$ cat config.mk
export PLATFORM = sky130hd
export DESIGN_NAME = crd_slip_scheduler
export DESIGN_NICKNAME = d
export VERILOG_FILES = /design/src/rtl/crd_slip_scheduler.sv
export SDC_FILE = /design/constraint.sdc
export NUM_CORES = 1
export LEC_CHECK = 0
export BUFFER_PORTS_ARGS = -buffer_cell sky130_fd_sc_hd__buf_4
export CAP_MARGIN = 20
export CORE_MARGIN = 2
export CORE_UTILIZATION = 25
export CTS_CLUSTER_SIZE = 20
export DETAILED_ROUTE_END_ITERATION = 16
export PLACE_DENSITY = 0.48
export SETUP_SLACK_MARGIN = 0.4
export SKIP_LAST_GASP = 1
export SLEW_MARGIN = 15
export SYNTH_ARGS = -nofsm -noshare
export SYNTH_HDL_FRONTEND = slang
export SYNTH_SLANG_ARGS = --single-unit
$ cat constraint.sdc
create_clock -name clock -period 5.3 [get_ports clock]
set_clock_uncertainty 0.2 [all_clocks]
set_input_delay 0.795 -clock clock [delete_from_list [all_inputs] [get_ports clock]]
set_output_delay 0.795 -clock clock [all_outputs]
set_load 0.05 [all_outputs]
$ cat src/rtl/crd_slip_scheduler.sv
// Elastic bit buffer between the CRD and the NRZI decoder: absorbs ADD/DROP slips,
// sequences start-up fill, and declares or drops lock on slip rate, overflow and underflow.
module crd_slip_scheduler #(
    parameter int DEPTH       = 8,
    parameter int START_LEVEL = 4,
    parameter int WINDOW      = 64,
    parameter int MAX_SLIPS   = 8
) (
    input  logic                   clock,
    input  logic                   reset,
    input  logic                   in_valid,
    input  logic [1:0]             in_bits,
    input  logic                   in_add,
    input  logic                   in_drop,
    output logic                   out_bit,
    output logic                   out_valid,
    input  logic                   out_ready,
    output logic [$clog2(DEPTH):0] level,
    output logic                   locked,
    output logic                   overflow,
    output logic                   underflow,
    output logic                   slip_err,
    output logic                   proto_err
);

    localparam int AW         = $clog2(DEPTH);
    localparam int LW         = AW + 1;
    localparam int SPW        = AW + 2;
    localparam int WW         = (WINDOW > 1) ? $clog2(WINDOW) : 1;
    localparam int SW         = $clog2(MAX_SLIPS + 2);
    localparam int WIN_LAST_I = WINDOW - 1;
    localparam int SLIP_SAT_I = MAX_SLIPS + 1;

    localparam logic [SPW-1:0] DEPTH_W  = SPW'(DEPTH);
    localparam logic [LW-1:0]  START_W  = LW'(START_LEVEL);
    localparam logic [WW-1:0]  WIN_LAST = WW'(WIN_LAST_I);
    localparam logic [SW-1:0]  SLIP_MAX = SW'(MAX_SLIPS);
    localparam logic [SW-1:0]  SLIP_SAT = SW'(SLIP_SAT_I);

    localparam logic [1:0] S_IDLE  = 2'd0;
    localparam logic [1:0] S_FILL  = 2'd1;
    localparam logic [1:0] S_RUN   = 2'd2;
    localparam logic [1:0] S_FLUSH = 2'd3;

    logic [1:0]    r_state;
    logic [LW-1:0] r_level;
    logic [AW-1:0] r_wr_ptr;
    logic [AW-1:0] r_rd_ptr;
    logic          r_mem [DEPTH];
    logic [WW-1:0] r_win;
    logic [SW-1:0] r_slips;
    logic          r_overflow;
    logic          r_underflow;
    logic          r_slip_err;
    logic          r_proto_err;

    logic [1:0]     w_state_next;
    logic           w_accept;
    logic [1:0]     w_wr_req;
    logic [1:0]     w_wr_cnt;
    logic           w_first_bit;
    logic           w_proto;
    logic           w_out_valid;
    logic           w_rd;
    logic [SPW-1:0] w_space;
    logic           w_ovf_hit;
    logic           w_unf_hit;
    logic [LW-1:0]  w_level_next;
    logic           w_mon_active;
    logic           w_slip_event;
    logic           w_win_wrap;
    logic           w_slip_hit;
    logic [AW-1:0]  w_wr_ptr_p1;

    assign w_accept    = in_valid && (r_state != S_FLUSH);
    assign w_proto     = w_accept && in_add && in_drop;
    assign w_out_valid = (r_state == S_RUN) && (r_level != '0);
    assign w_rd        = w_out_valid && out_ready;

    always_comb begin
        w_wr_req = 2'd0;
        if (w_accept) begin
            if (in_add && !in_drop)
                w_wr_req = 2'd2;
            else if (in_drop && !in_add)
                w_wr_req = 2'd0;
            else
                w_wr_req = 2'd1;
        end
    end

    // Free space counts the slot vacated by a same-cycle read; excess bits are dropped in order.
    assign w_space      = DEPTH_W - SPW'(r_level) + SPW'(w_rd);
    assign w_ovf_hit    = SPW'(w_wr_req) > w_space;
    assign w_wr_cnt     = w_ovf_hit ? w_space[1:0] : w_wr_req;
    assign w_first_bit  = (w_wr_req == 2'd2) ? in_bits[1] : in_bits[0];
    assign w_level_next = r_level + LW'(w_wr_cnt) - LW'(w_rd);
    assign w_unf_hit    = (r_state == S_RUN) && (r_level == '0) && out_ready;
    assign w_wr_ptr_p1  = r_wr_ptr + AW'(1);

    assign w_mon_active = (r_state == S_FILL) || (r_state == S_RUN);
    assign w_slip_event = w_mon_active && in_valid && (in_add || in_drop);
    assign w_win_wrap   = (r_win == WIN_LAST);
    assign w_slip_hit   = w_slip_event && !w_win_wrap && (r_slips == SLIP_MAX);

    always_comb begin
        w_state_next = r_state;
        case (r_state)
            S_IDLE:  if (in_valid) w_state_next = S_FILL;
            S_FILL: begin
                if (w_ovf_hit || w_slip_hit)
                    w_state_next = S_FLUSH;
                else if (w_level_next >= START_W)
                    w_state_next = S_RUN;
            end
            S_RUN:   if (w_ovf_hit || w_unf_hit || w_slip_hit) w_state_next = S_FLUSH;
            S_FLUSH: w_state_next = S_FILL;
            default: w_state_next = S_IDLE;
        endcase
    end

    always_ff @(posedge clock or negedge reset) begin
        if (!reset) begin
            r_state     <= S_IDLE;
            r_level     <= '0;
            r_wr_ptr    <= '0;
            r_rd_ptr    <= '0;
            r_overflow  <= 1'b0;
            r_underflow <= 1'b0;
            r_slip_err  <= 1'b0;
            r_proto_err <= 1'b0;
        end else begin
            r_state     <= w_state_next;
            r_overflow  <= w_ovf_hit;
            r_underflow <= w_unf_hit;
            r_slip_err  <= w_slip_hit;
            r_proto_err <= w_proto;
            if (w_state_next == S_FLUSH) begin
                r_level  <= '0;
                r_wr_ptr <= '0;
                r_rd_ptr <= '0;
            end else begin
                r_level  <= w_level_next;
                r_wr_ptr <= r_wr_ptr + AW'(w_wr_cnt);
                r_rd_ptr <= r_rd_ptr + AW'(w_rd);
            end
        end
    end

    always_ff @(posedge clock) begin
        if (w_wr_cnt != 2'd0)
            r_mem[r_wr_ptr] <= w_first_bit;
        if (w_wr_cnt == 2'd2)
            r_mem[w_wr_ptr_p1] <= in_bits[0];
    end

    // A slip landing on the wrap cycle opens the new window with a count of one.
    always_ff @(posedge clock or negedge reset) begin
        if (!reset) begin
            r_win   <= '0;
            r_slips <= '0;
        end else if (!w_mon_active) begin
            r_win   <= '0;
            r_slips <= '0;
        end else if (w_win_wrap) begin
            r_win   <= '0;
            r_slips <= w_slip_event ? SW'(1) : '0;
        end else begin
            r_win <= r_win + WW'(1);
            if (w_slip_event && (r_slips != SLIP_SAT))
                r_slips <= r_slips + SW'(1);
        end
    end

    assign out_valid = w_out_valid;
    assign out_bit   = w_out_valid & r_mem[r_rd_ptr];
    assign level     = r_level;
    assign locked    = (r_state == S_RUN);
    assign overflow  = r_overflow;
    assign underflow = r_underflow;
    assign slip_err  = r_slip_err;
    assign proto_err = r_proto_err;

endmodule

==> results.py, run 1 <==
metrics = {
    "clocking": {
        "clock_sinks": 34,
        "cts.path.max_buffers": 2,
        "path_clk_slew_ps": 80,
        "cts_tree": "done",
        "root_buffer": "clkbuf_8",
        "numCtsBuffers": 5,
        "htree_levels": 2,
        "clkLatencyLatePin_ps": 290,
    },
    "timing": {
        "slew_violations": 0,
        "finalSetupTns_ps": 0,
        "tightest_slew_ps": 501,
        "timing.fmax_ghz": 0.210,
        "rsz0062_at_grt": "false",
        "relSlewSlack": 0.665,
        "min_period_ps": 4760,
        "post-route-period-util": 0.898,
        "hold_viol_final": 0,
        "setup_viol": 0,
    },
    "placed_design": {
        "portBuffers": 18,
        "dpl.hpwl_mm": 4.23,
        "routabilityCongestion": 0.819,
        "dpl_cell_area_sq_um": 2840,
    },
    "die": {
        "dieWidth_um": 103,
        "pin_count": 19,
        "fp.coreArea_sq_um": 9680,
        "fp.dieH_um": 103,
        "rows": 36,
        "die_area_sq_um": 10700,
        "start_util": 0.255,
    },
    "logic_synthesis": {
        "syn_nets": 282,
        "synth_edf_count": 8,
        "synthArstFlopShare": 0.765,
        "synth_flop_cell": "dfrtp_1",
        "ys_types": 48,
        "netlist_instances": 246,
        "syn_avg_cell_area_sq_um": 10.0,
        "ys_warn_count": 0,
        "syn_area_sq_um": 2470,
        "yosysSeqAreaShare": 0.361,
        "ys_seq_elements": 34,
    },
    "drt": {
        "detail-route-antenna-nets": 0,
        "drc": 0,
        "drt_iter0_markers": 82,
        "avgRoutedWirePerCell_um": 13.8,
        "drt_wl_total_mm": 5.76,
        "drt_first_pass_iters": 4,
        "vias": 1849,
        "avgViaCountPerCell": 4.44,
    },
    "setup_path": {
        "crit_path_start_kind": "register",
        "path_cells": "inv_4 > ha_2 > nor3b_4 > nor2b_4 > nand2_2 > ha_4 > inv_2 > ha_4 > inv_1 > ha_1 > a21o_1 > o2111ai_4 > buf_12 > mux2i_4 > ha_1 > inv_1 > fa_2 > xor2_2 > o32ai_4 > o31a_1 > o211ai_4 > a21boi_1",
        "ff2ff_setup_slack_ps": 540,
        "cpPeakStageDelay_ps": 430,
        "cp.required_ps": 5250,
        "endpoint_kind": "register",
        "cpMaxStageDelayCell": "dfrtp_2",
        "path_class": "register to register",
        "critical_path_peak_fanout": 5,
        "crit_arrival_ps": 4710,
    },
    "layout": {
        "stdcell_area_sq_um": 3170,
        "area.growth.synth_to_final_pct": 28.5,
        "final_common_cell": "buf_4",
        "final_cell_mix": "31 x buf_4, 24 x dfrtp_1, 21 x ha_1",
        "diodes": 0,
        "drive_above_1_share": 0.297,
        "fillers": 992,
        "nets": 318,
    },
    "worst_hold_path": {
        "hold_class": "primary input to asynchronous set/reset pin",
    },
    "run_status": {
        "status": "finished, final reports clean",
    },
    "global_routing": {
        "grt_use_total": 0.112,
        "antenna_found_initial": 0,
        "grt_max_degree": 27,
        "grt_overflow_total": 0,
        "grt_pass1_vias": 1809,
        "grt_pass1_wl_mm": 9.11,
    },
    "run": {
        "cap_viol_max_count": 0,
    },
}
==> synthesized netlist by cell type (all sizes together), types with 3 or more instances <==
cell type	count	area share
buf	3	0.0081
nand4	3	0.0076
inv	25	0.039
dfrtp	26	0.26
edfxtp	8	0.097
mux2i	9	0.036
xnor2	5	0.018
ha	26	0.13
and2	5	0.013
a21o	3	0.0091
o21ai	4	0.0081
nor3	10	0.020
o31ai	5	0.015
a21boi	6	0.018
nand3b	3	0.0091
nor2b	3	0.0076
mux2	12	0.059
nand2b	3	0.0076
nand2	13	0.020
a21oi	8	0.016
nor2	21	0.032
nand3	10	0.020
xor2	7	0.025
==> cell families (layout without fill, tap and decap cells) <==
kind of cell | Yosys count | after routing | synth area share
AND/OR/NAND/NOR | 84 | 84 | 0.175
multiplexers | 23 | 23 | 0.114
buffers and inverters | 29 | 65 | 0.0486
AO/OA/AOI/OAI | 36 | 37 | 0.111
XOR/XNOR | 12 | 12 | 0.0426
flip-flops | 34 | 34 | 0.361
adder cells (fa/ha/maj) | 28 | 28 | 0.148
==> metal layers <==
layer	track usage	vias to the layer above	wire length [um]	part of all wire
met3	0.0262	5	179	0.031
met4	0.0334	0	82	0.014
met5	0	-	0	0
met2	0.173	24	2600	0.45
met1	0.155	876	2900	0.50
li1	-	944	-	-
==> worst max-delay path, delay by kind of cell, from the launching register on <==
kind | cells | cell delay (ps)
adders and majority gates | 6 | 1520
AOI/OAI and AO/OA | 6 | 1270
DFF | 1 | 430
buffers and inverters | 5 | 420
and+or+nand+nor | 3 | 400
xor gates and xnor gates | 1 | 200
muxes | 1 | 180
==> repair_timing <==
action,4_1_cts,5_1_grt
setup endpoints to repair,9,12
hold buffers,0,0
pin swaps,0,11
gates cloned,0,1
endpoints found under the hold margin,0,0
gates resized for setup,4,13
buffers inserted,0,14
==> registers in the layout (all words and copies together) (netlist names) <==
| name | cells |
|---|---|
| proto_err | 1 |
| underflow | 1 |
| level | 4 |
| r_slips | 4 |
| r_win | 6 |
| slip_err | 1 |
| r_rd_ptr | 3 |
| r_wr_ptr | 3 |
| r_mem | 8 |
| r_state | 2 |
| overflow | 1 |
==> final timing paths <==
check,cells after the start,from,to
min in group clock,1,r_win[0],r_win[0]
max in group asynchronous,1,reset,level[3]
min,1,reset,r_rd_ptr[1]
max,22,level[2],level[2]
max reg2reg,22,level[2],level[2]
min reg2reg,1,r_win[0],r_win[0]
==> through the flow <==
stage | hold slack [ps] | std cells | setup WS [ps] | utilization
after floorplan | 233 | 246 | 410 | -
after detailed placement | 248 | 393 | 362 | 0.293
after CTS | 214 | 401 | 412 | 0.307
final | 210 | 416 | 540 | 0.328
after global placement | 255 | 393 | 387 | 0.293
after global routing | 227 | 416 | 348 | 0.328
==> layout make-up <==
class	count	area [sq um]	area share
Multi-Input combinational cell	184	1650	0.519
Sequential cell	34	893	0.282
Timing Repair Buffer	32	253	0.0797
Tap cell	133	166	0.0524
Inverter	25	101	0.0319
Clock buffer	5	68.8	0.0217
Clock inverter	3	45.0	0.0142
Power of run 1 is not shown: default switching activity piles up to over one toggle a cycle in this logic, so the estimate is an artifact.
==> run 2: changes to the inputs <==
==> constraint.sdc (replaced) <==
create_clock -name clock -period 6 [get_ports clock]
set_clock_uncertainty 0.2 [all_clocks]
set_input_delay 1.2 -clock clock [delete_from_list [all_inputs] [get_ports clock]]
set_output_delay 1.2 -clock clock [all_outputs]
set_load 0.05 [all_outputs]
==> results.py, run 2 (synthesized netlist as in run 1, its figures left out) <==
metrics = {
    "die": {
        "rows": 36,
        "pin_count": 19,
        "fp.coreArea_sq_um": 9680,
        "dieWidth_um": 103,
        "start_util": 0.255,
        "die_area_sq_um": 10700,
        "fp.dieH_um": 103,
    },
    "timing": {
        "timing.fmax_ghz": 0.193,
        "post-route-period-util": 0.862,
        "relSlewSlack": 0.687,
        "slew_violations": 0,
        "tightest_slew_ps": 468,
        "rsz0062_at_grt": "false",
        "setup_viol": 0,
        "whs_ps": 260,
        "fin_ws_ps": 830,
        "finalSetupTns_ps": 0,
        "hold_viol_final": 0,
        "min_period_ps": 5170,
    },
    "layout": {
        "largest_register": "r_mem",
        "area.growth.synth_to_final_pct": 18.2,
        "top_regs": "r_mem x8, r_win x6",
        "largest_reg_flops": 8,
        "diodes": 0,
        "final_cell_mix": "26 x ha_1, 26 x dfrtp_1, 23 x inv_1",
        "nets": 305,
        "final_cells": 403,
        "drive_above_1_share": 0.200,
        "final_core_util": 0.302,
    },
    "clocking": {
        "numCtsBuffers": 5,
        "cts.path.max_buffers": 2,
        "htree_levels": 2,
        "clock_sinks": 34,
        "root_buffer": "clkbuf_8",
        "cts_tree": "done",
        "clkLatencyLatePin_ps": 290,
        "path_clk_slew_ps": 80,
    },
    "global_routing": {
        "grt_pass1_wl_mm": 9.37,
        "grt_pass1_vias": 1889,
        "met1_usage": 0.153,
        "grt_overflow_total": 0,
        "grt_use_total": 0.113,
        "gr-usage-met3": 0.0188,
        "grt_max_degree": 27,
        "antenna_found_initial": 0,
        "grt_use_met2": 0.186,
        "top_usage_layer": "met2",
    },
    "setup_path": {
        "cp.required_ps": 6000,
        "path_class": "register to register",
        "critical_path_peak_fanout": 12,
        "crit_arrival_ps": 5170,
        "endpoint_kind": "register",
        "crit_path_start_kind": "register",
    },
    "worst_hold_path": {
        "hold_class": "register to register",
    },
    "placed_design": {
        "portBuffers": 18,
        "dp.cells": 393,
        "dpl.hpwl_mm": 4.20,
        "pre_cts_slack_ps": 354,
        "routabilityCongestion": 0.794,
    },
    "drt": {
        "avgViaCountPerCell": 4.58,
        "avgRoutedWirePerCell_um": 13.8,
        "drt_iter0_markers": 113,
        "drt_wl_total_mm": 5.56,
        "drt_first_pass_iters": 4,
        "detail-route-antenna-nets": 0,
        "vias": 1845,
        "drc": 0,
    },
    "power": {
        "ir_drop_uv": 145,
        "pwr-share-clk": 0.102,
        "pwr-share-comb": 0.662,
        "seq_power_share": 0.236,
        "power_density_nw_per_um2": 559,
        "leakage_nw": 1.30,
        "p_int_w": 0.000814,
        "switching_share": 0.501,
        "power.switching_w": 0.000818,
    },
    "run_status": {
        "status": "finished, final reports clean",
    },
    "run": {
        "cap_viol_max_count": 0,
    },
}
run 2: cell count changes in the layout (fill, tap and decap cells not counted), sizes merged:
cell      change
bufinv        -1
clkinvlp      -2
clkbuf        +1
clkinv        +1
buf          -13
inv           +1
run 2: power groups by stage:
stage | Sequential (W) | Combinational (W) | Clock [W]
floorplan | 0.000407 | 0.000724 | 0
global placement | 0.000388 | 0.000961 | 0
detailed placement | 0.000388 | 0.000968 | 0
CTS | 0.000386 | 0.000975 | 0.000174
global route | 0.000398 | 0.00121 | 0.000185
finish | 0.000386 | 0.00108 | 0.000166
run 2: critical path: stages (launching register included):
cell and delay [ps]:
dfrtp_1 440, inv_1 140, ha_1 160, nor3b_4 220, nor2b_2 90, nand2_1 110, ha_1 180, inv_1 60
ha_1 360, inv_1 70, ha_1 290, a21o_1 150, o2111ai_4 230, inv_6 210, nor2_2 60, a21oi_1 160
ha_1 250, inv_1 60, ha_1 200, fa_2 290, nor4b_4 60, or3_1 330, o31ai_2 230, buf_4 180
o211ai_4 110, a21boi_0 240
run 2: path summary, 6_finish.rpt:
kind / cells past startpoint / endpoint / slack, ps / startpoint
hold reg to reg: 1 / r_win[0] / 260 / r_win[0]
setup / recovery: 25 / level[2] / 830 / level[3]
setup reg to reg: 25 / level[2] / 830 / level[3]
min in group asynchronous: 1 / r_state[1] / 620 / reset
max in group asynchronous: 1 / r_rd_ptr[1] / 4710 / reset
hold / removal: 1 / r_win[0] / 260 / r_win[0]
run 2: layout make-up:
class | count | area, sq um
Tap cell | 133 | 166
Sequential cell | 34 | 891
Timing Repair Buffer | 19 | 143
Multi-Input combinational cell | 184 | 1540
Clock inverter | 2 | 8.76
Fill cell | 1026 | 6760
Clock buffer | 6 | 72.6
Inverter | 25 | 98.8
run 2: stage by stage:
| step | total power (W) | area [sq um] |
|---|---|---|
| finish | 0.00163 | 2920 |
| global route | 0.00179 | 2920 |
| CTS | 0.00153 | 2840 |
| detailed placement | 0.00136 | 2750 |
| global placement | 0.00135 | 2750 |
| floorplan | 0.00113 | 2470 |
run 2: routing by layer:
metal | vias to the layer above | wire [um]
met5 | - | 0
met4 | 0 | 73
met3 | 5 | 151
met2 | 29 | 2680
met1 | 891 | 2650
li1 | 920 | -
run 2: repair_timing:
item / CTS / global route
endpoints found under the setup margin: 1 / 12
pin swaps: 0 / 3
buffers inserted: 0 / 1
resized for setup: 1 / 12
gates cloned: 0 / 1
hold buffers: 0 / 0
endpoints found under the hold margin: 0 / 0
No activity file was read; power rests on OpenSTA's default activity.
